$ cat config.mk
export PLATFORM = sky130hd
export DESIGN_NAME = writeback_regfile
export DESIGN_NICKNAME = d
export VERILOG_FILES = /design/src/rtl/writeback_regfile.sv
export SDC_FILE = /design/constraint.sdc
export NUM_CORES = 2
export LEC_CHECK = 0
export CORE_UTILIZATION = 45
export CTS_CLUSTER_DIAMETER = 30
export DETAILED_ROUTE_END_ITERATION = 8
export HOLD_SLACK_MARGIN = 0.08
export PLACE_DENSITY = 0.65
export SYNTH_ARGS = -nofsm -noshare
export SYNTH_HDL_FRONTEND = slang
export SYNTH_SLANG_ARGS = --single-unit
$ cat constraint.sdc
create_clock -name Clk -period 3 [get_ports Clk]
set_input_delay 0.3 -clock Clk [delete_from_list [all_inputs] [get_ports Clk]]
set_output_delay 0.3 -clock Clk [all_outputs]
set_load 0.03 [all_outputs]
$ cat src/rtl/writeback_regfile.sv
// Write-back stage and 32-entry MIPS general-purpose register file, with two
// combinational decode read ports, a registered debug port and a retired-write counter.
// Optional macro WB_BYPASS_EN adds write-through from the write-back value to the read ports.
module writeback_regfile #(
    parameter int unsigned DATA_W = 32,
    parameter int unsigned ADDR_W = 5,
    parameter int unsigned CNT_W  = 32
) (
    input  logic              Clk,
    input  logic              Rst,
    input  logic              MemToReg,
    input  logic              RegWrite,
    input  logic [DATA_W-1:0] MemData,
    input  logic [DATA_W-1:0] ALUResult,
    input  logic [ADDR_W-1:0] WriteRegister,
    input  logic [ADDR_W-1:0] ReadRegister1,
    input  logic [ADDR_W-1:0] ReadRegister2,
    output logic [DATA_W-1:0] ReadData1,
    output logic [DATA_W-1:0] ReadData2,
    output logic [DATA_W-1:0] WriteData,
    input  logic [ADDR_W-1:0] DebugRegister,
    output logic [DATA_W-1:0] DebugData,
    output logic [CNT_W-1:0]  WriteCount
);

    localparam int unsigned NREG = 1 << ADDR_W;

    logic [DATA_W-1:0] regs_q [NREG];
    logic [DATA_W-1:0] debug_q, debug_d;
    logic [CNT_W-1:0]  count_q, count_d;
    logic              we_c;

    // $0 is never a commit target, so it never counts as a retired write
    assign WriteData = MemToReg ? MemData : ALUResult;
    assign we_c      = RegWrite && (WriteRegister != '0);

    always_comb begin
        count_d = count_q;
        debug_d = (DebugRegister == '0) ? '0 : regs_q[DebugRegister];
        if (we_c) begin
            count_d = count_q + CNT_W'(1);
        end
    end

    always_ff @(posedge Clk) begin
        if (Rst) begin
            for (int i = 0; i < int'(NREG); i++) begin
                regs_q[i] <= '0;
            end
            debug_q <= '0;
            count_q <= '0;
        end else begin
            if (we_c) begin
                regs_q[WriteRegister] <= WriteData;
            end
            debug_q <= debug_d;
            count_q <= count_d;
        end
    end

    // Index 0 always reads as zero; the write-through never fires during reset
    always_comb begin
        ReadData1 = (ReadRegister1 == '0) ? '0 : regs_q[ReadRegister1];
        ReadData2 = (ReadRegister2 == '0) ? '0 : regs_q[ReadRegister2];
`ifdef WB_BYPASS_EN
        if (!Rst && we_c && (WriteRegister == ReadRegister1)) begin
            ReadData1 = WriteData;
        end
        if (!Rst && we_c && (WriteRegister == ReadRegister2)) begin
            ReadData2 = WriteData;
        end
`endif
    end

    assign DebugData  = debug_q;
    assign WriteCount = count_q;

endmodule

==> results.tsv <==
metric	value	unit
max_cap_viol_count	0	
placed_area	71900	um^2
yosys.area_share.simple	0.0886	
p_leak	30.0	nW
gp_congestion	0.979	
cts.path.max_buffers	4	
ys_seq_elements	1088	
period_needed	3210	ps
cts.sinks	1088	
r2r-end	WriteCount[29]	
r2r_slack	750	ps
design.core.area	140000	um^2
via_per_inst	6.93	
final.setup.tns	-3110	ps
synthArstFlopShare	0	
synth_commonest_cells	nor2_1 (1,050), edfxtp_1 (1,024), mux4_2 (648)	
drtAntennaViolNets	0	
grt_pass1_wl	365000	um
grt_overflow	0	
rsz0062_at_grt	yes	
max_freq	311	MHz
cpMaxStageDelayCell	mux4_2	
cp.required	2700	ps
synth_top_family_by_area	multiplexers	
hold_viol_final	0	
syn-instance-count	4575	
synth_edf_count	1024	
insertion_delay	900	ps
die_area	142000	um^2
reg2reg_depth	4	
rows	137	
grt.total_usage	0.368	
synth_area	63400	um^2
holdCritPathClass	input port to register	
die_w	377	um
grt_max_degree	53	
critical_path.startpoint_type	register	
synth_compound_area_frac	0.0518	
antenna_found_initial	24	
vias	49800	
final_util	0.588	
violations	setup timing	
tightestPinTransition	1130	ps
status	finished with violations	
io_pins	248	
area_growth	29.7	%
post_synth_xor_area_fraction	0.000553	
setup_viol	28	
final_max_slew_viol_count	0	
max-vdd-ir-drop	683	uV
synth_fa_ha_area_frac	0.000197	
synth_area_leaders	edfxtp_1 (49%), mux4_2 (23%), mux2i_1 (6.5%)	
cts_root_buf	clkbuf_16	
arrival	2910	ps
slew-limit-headroom	0.243	
synth.area.mux_share	0.314	
grt_pass1_vias	48500	
place_ws	-365	ps
fill_cells	10600	
dominantRegCellSynth	edfxtp_1	
synth_cell_types	53	
crit_fanout	3	
critPathKind	register to primary output	
layout-drive-gt1-share	0.372	
timing.final.crit_share	1.07	
final_nets	5204	
cp-endpoint	ReadData1[10]	
r2r_start	WriteCount[2]	
die_y	377	um
seq_area_frac_synth	0.505	
first_pass_iters	7	
h-tree-depth	5	
setup_ws	-211	ps
cts_made_buffers	277	
worstSetupEndpointType	primary output	
drcViolationCount	0	
ys_warn_count	0	
yosysTopAreaCellShare	0.485	
startpoint	regs_q[18][10]	
hold_slack	201	ps
io_buffers	247	
power_density	676	nW/um^2
yosysMostFrequentCell	nor2_1	
synth_area_leader_cell	edfxtp_1	
cts_tree	yes	
cp_cell_sequence	mux4_2, mux4_2, mux2_4, buf_6	
syn_avg_cell_area	13.9	um^2
finish.instance_area	82200	um^2
start_util	0.454	
crit_path_frequent_cell	mux4_2	
dp.final_hpwl	171000	um
crit_path_max_incr_delay	570	ps
wl	265000	um
clk_pin_slew	50	ps
drtIter0Drc	8328	
wl_per_cell	36.8	um
skew	64.6	ps
-- kinds of logic after synthesis --
| family | Yosys count |
|---|---|
| adders and majority gates | 1 |
| DFF | 1088 |
| xor gates and xnor gates | 4 |
| AOI/OAI and AO/OA | 441 |
| other | 1 |
| muxes | 1163 |
| buffers and inverters | 535 |
| and+or+nand+nor | 1342 |
-- stage by stage --
stage / power [W] / instances
5_1_grt: 0.0565 / 7192
4_1_cts: 0.0552 / 7183
3_5_place_dp: 0.0263 / 6702
6_report: 0.0556 / 7195
3_3_place_gp: 0.0262 / 6702
2_1_floorplan: 0.0225 / 4606
-- power breakdown --
group          internal [W]  switching, W  total, W  leakage [nW]
Clock                0.0198       0.00912    0.0289          4.33
Combinational       0.00378       0.00474   0.00852          15.4
Sequential           0.0175      0.000661    0.0182          10.3
Total                0.0410        0.0145    0.0556          30.0
-- layer usage --
metal	up-vias	GRT usage	wire (um)
li1	19100	-	-
met1	24900	0.456	87300
met2	4790	0.532	114000
met3	1065	0.145	43300
met4	30	0.247	20000
met5	-	0	180
-- timing repair --
item | CTS | global route
resized for setup | 154 | 47
setup buffers | 8 | 15
hold buffers | 1 | 0
hold endpoints to repair | 7 | 0
pin swaps | 35 | 27
setup endpoints to repair | 64 | 57
-- cell usage in the layout, fill, tap and decap left out, types with 48 or more instances in the layout --
cell                n
nor2_1           1044
nor2b_1            55
edfxtp_1         1024
buf_4             377
clkbuf_16         287
a21oi_1            70
mux4_2            648
mux2i_1           371
mux2_2             75
clkdlybuf4s50_1   168
buf_12            152
a22oi_1           103
dfxtp_1            64
o22ai_1            48
-- critical path: cells and delay by family, from the launching register on --
kind                   cells  cell delay (ps)
DFF                        1              430
muxes                      3             1410
buffers and inverters      1              160
-- registers in the layout, summed over array words and instances (netlist names) --
signal / count
regs_q: 1024
DebugData: 32
WriteCount: 32
-- layout make-up --
type / count / area (um^2) / area share
inverters: 36 / 135 / 0.00164
clock buffers: 321 / 7300 / 0.0888
flip-flops and latches: 1088 / 32000 / 0.390
diodes: 4 / 10.0 / 0.000122
clock inverters: 158 / 1690 / 0.0206
well taps: 1876 / 2350 / 0.0286
repair buffers: 729 / 7950 / 0.0967
multi-input cells: 2983 / 30700 / 0.374
-- worst min-delay path by stage --
stage / cells after the start / endpoint / startpoint / slack (ps)
finish: 4 / DebugData[18] / DebugRegister[0] / 200
global route: 4 / DebugData[19] / DebugRegister[0] / 210
CTS: 4 / DebugData[19] / DebugRegister[0] / 130
detailed placement: 2 / WriteCount[22] / WriteCount[22] / 490
global placement: 2 / WriteCount[22] / WriteCount[22] / 480
floorplan: 3 / WriteCount[3] / RegWrite / 540
Note: power is estimated with default switching activity, not from simulation.
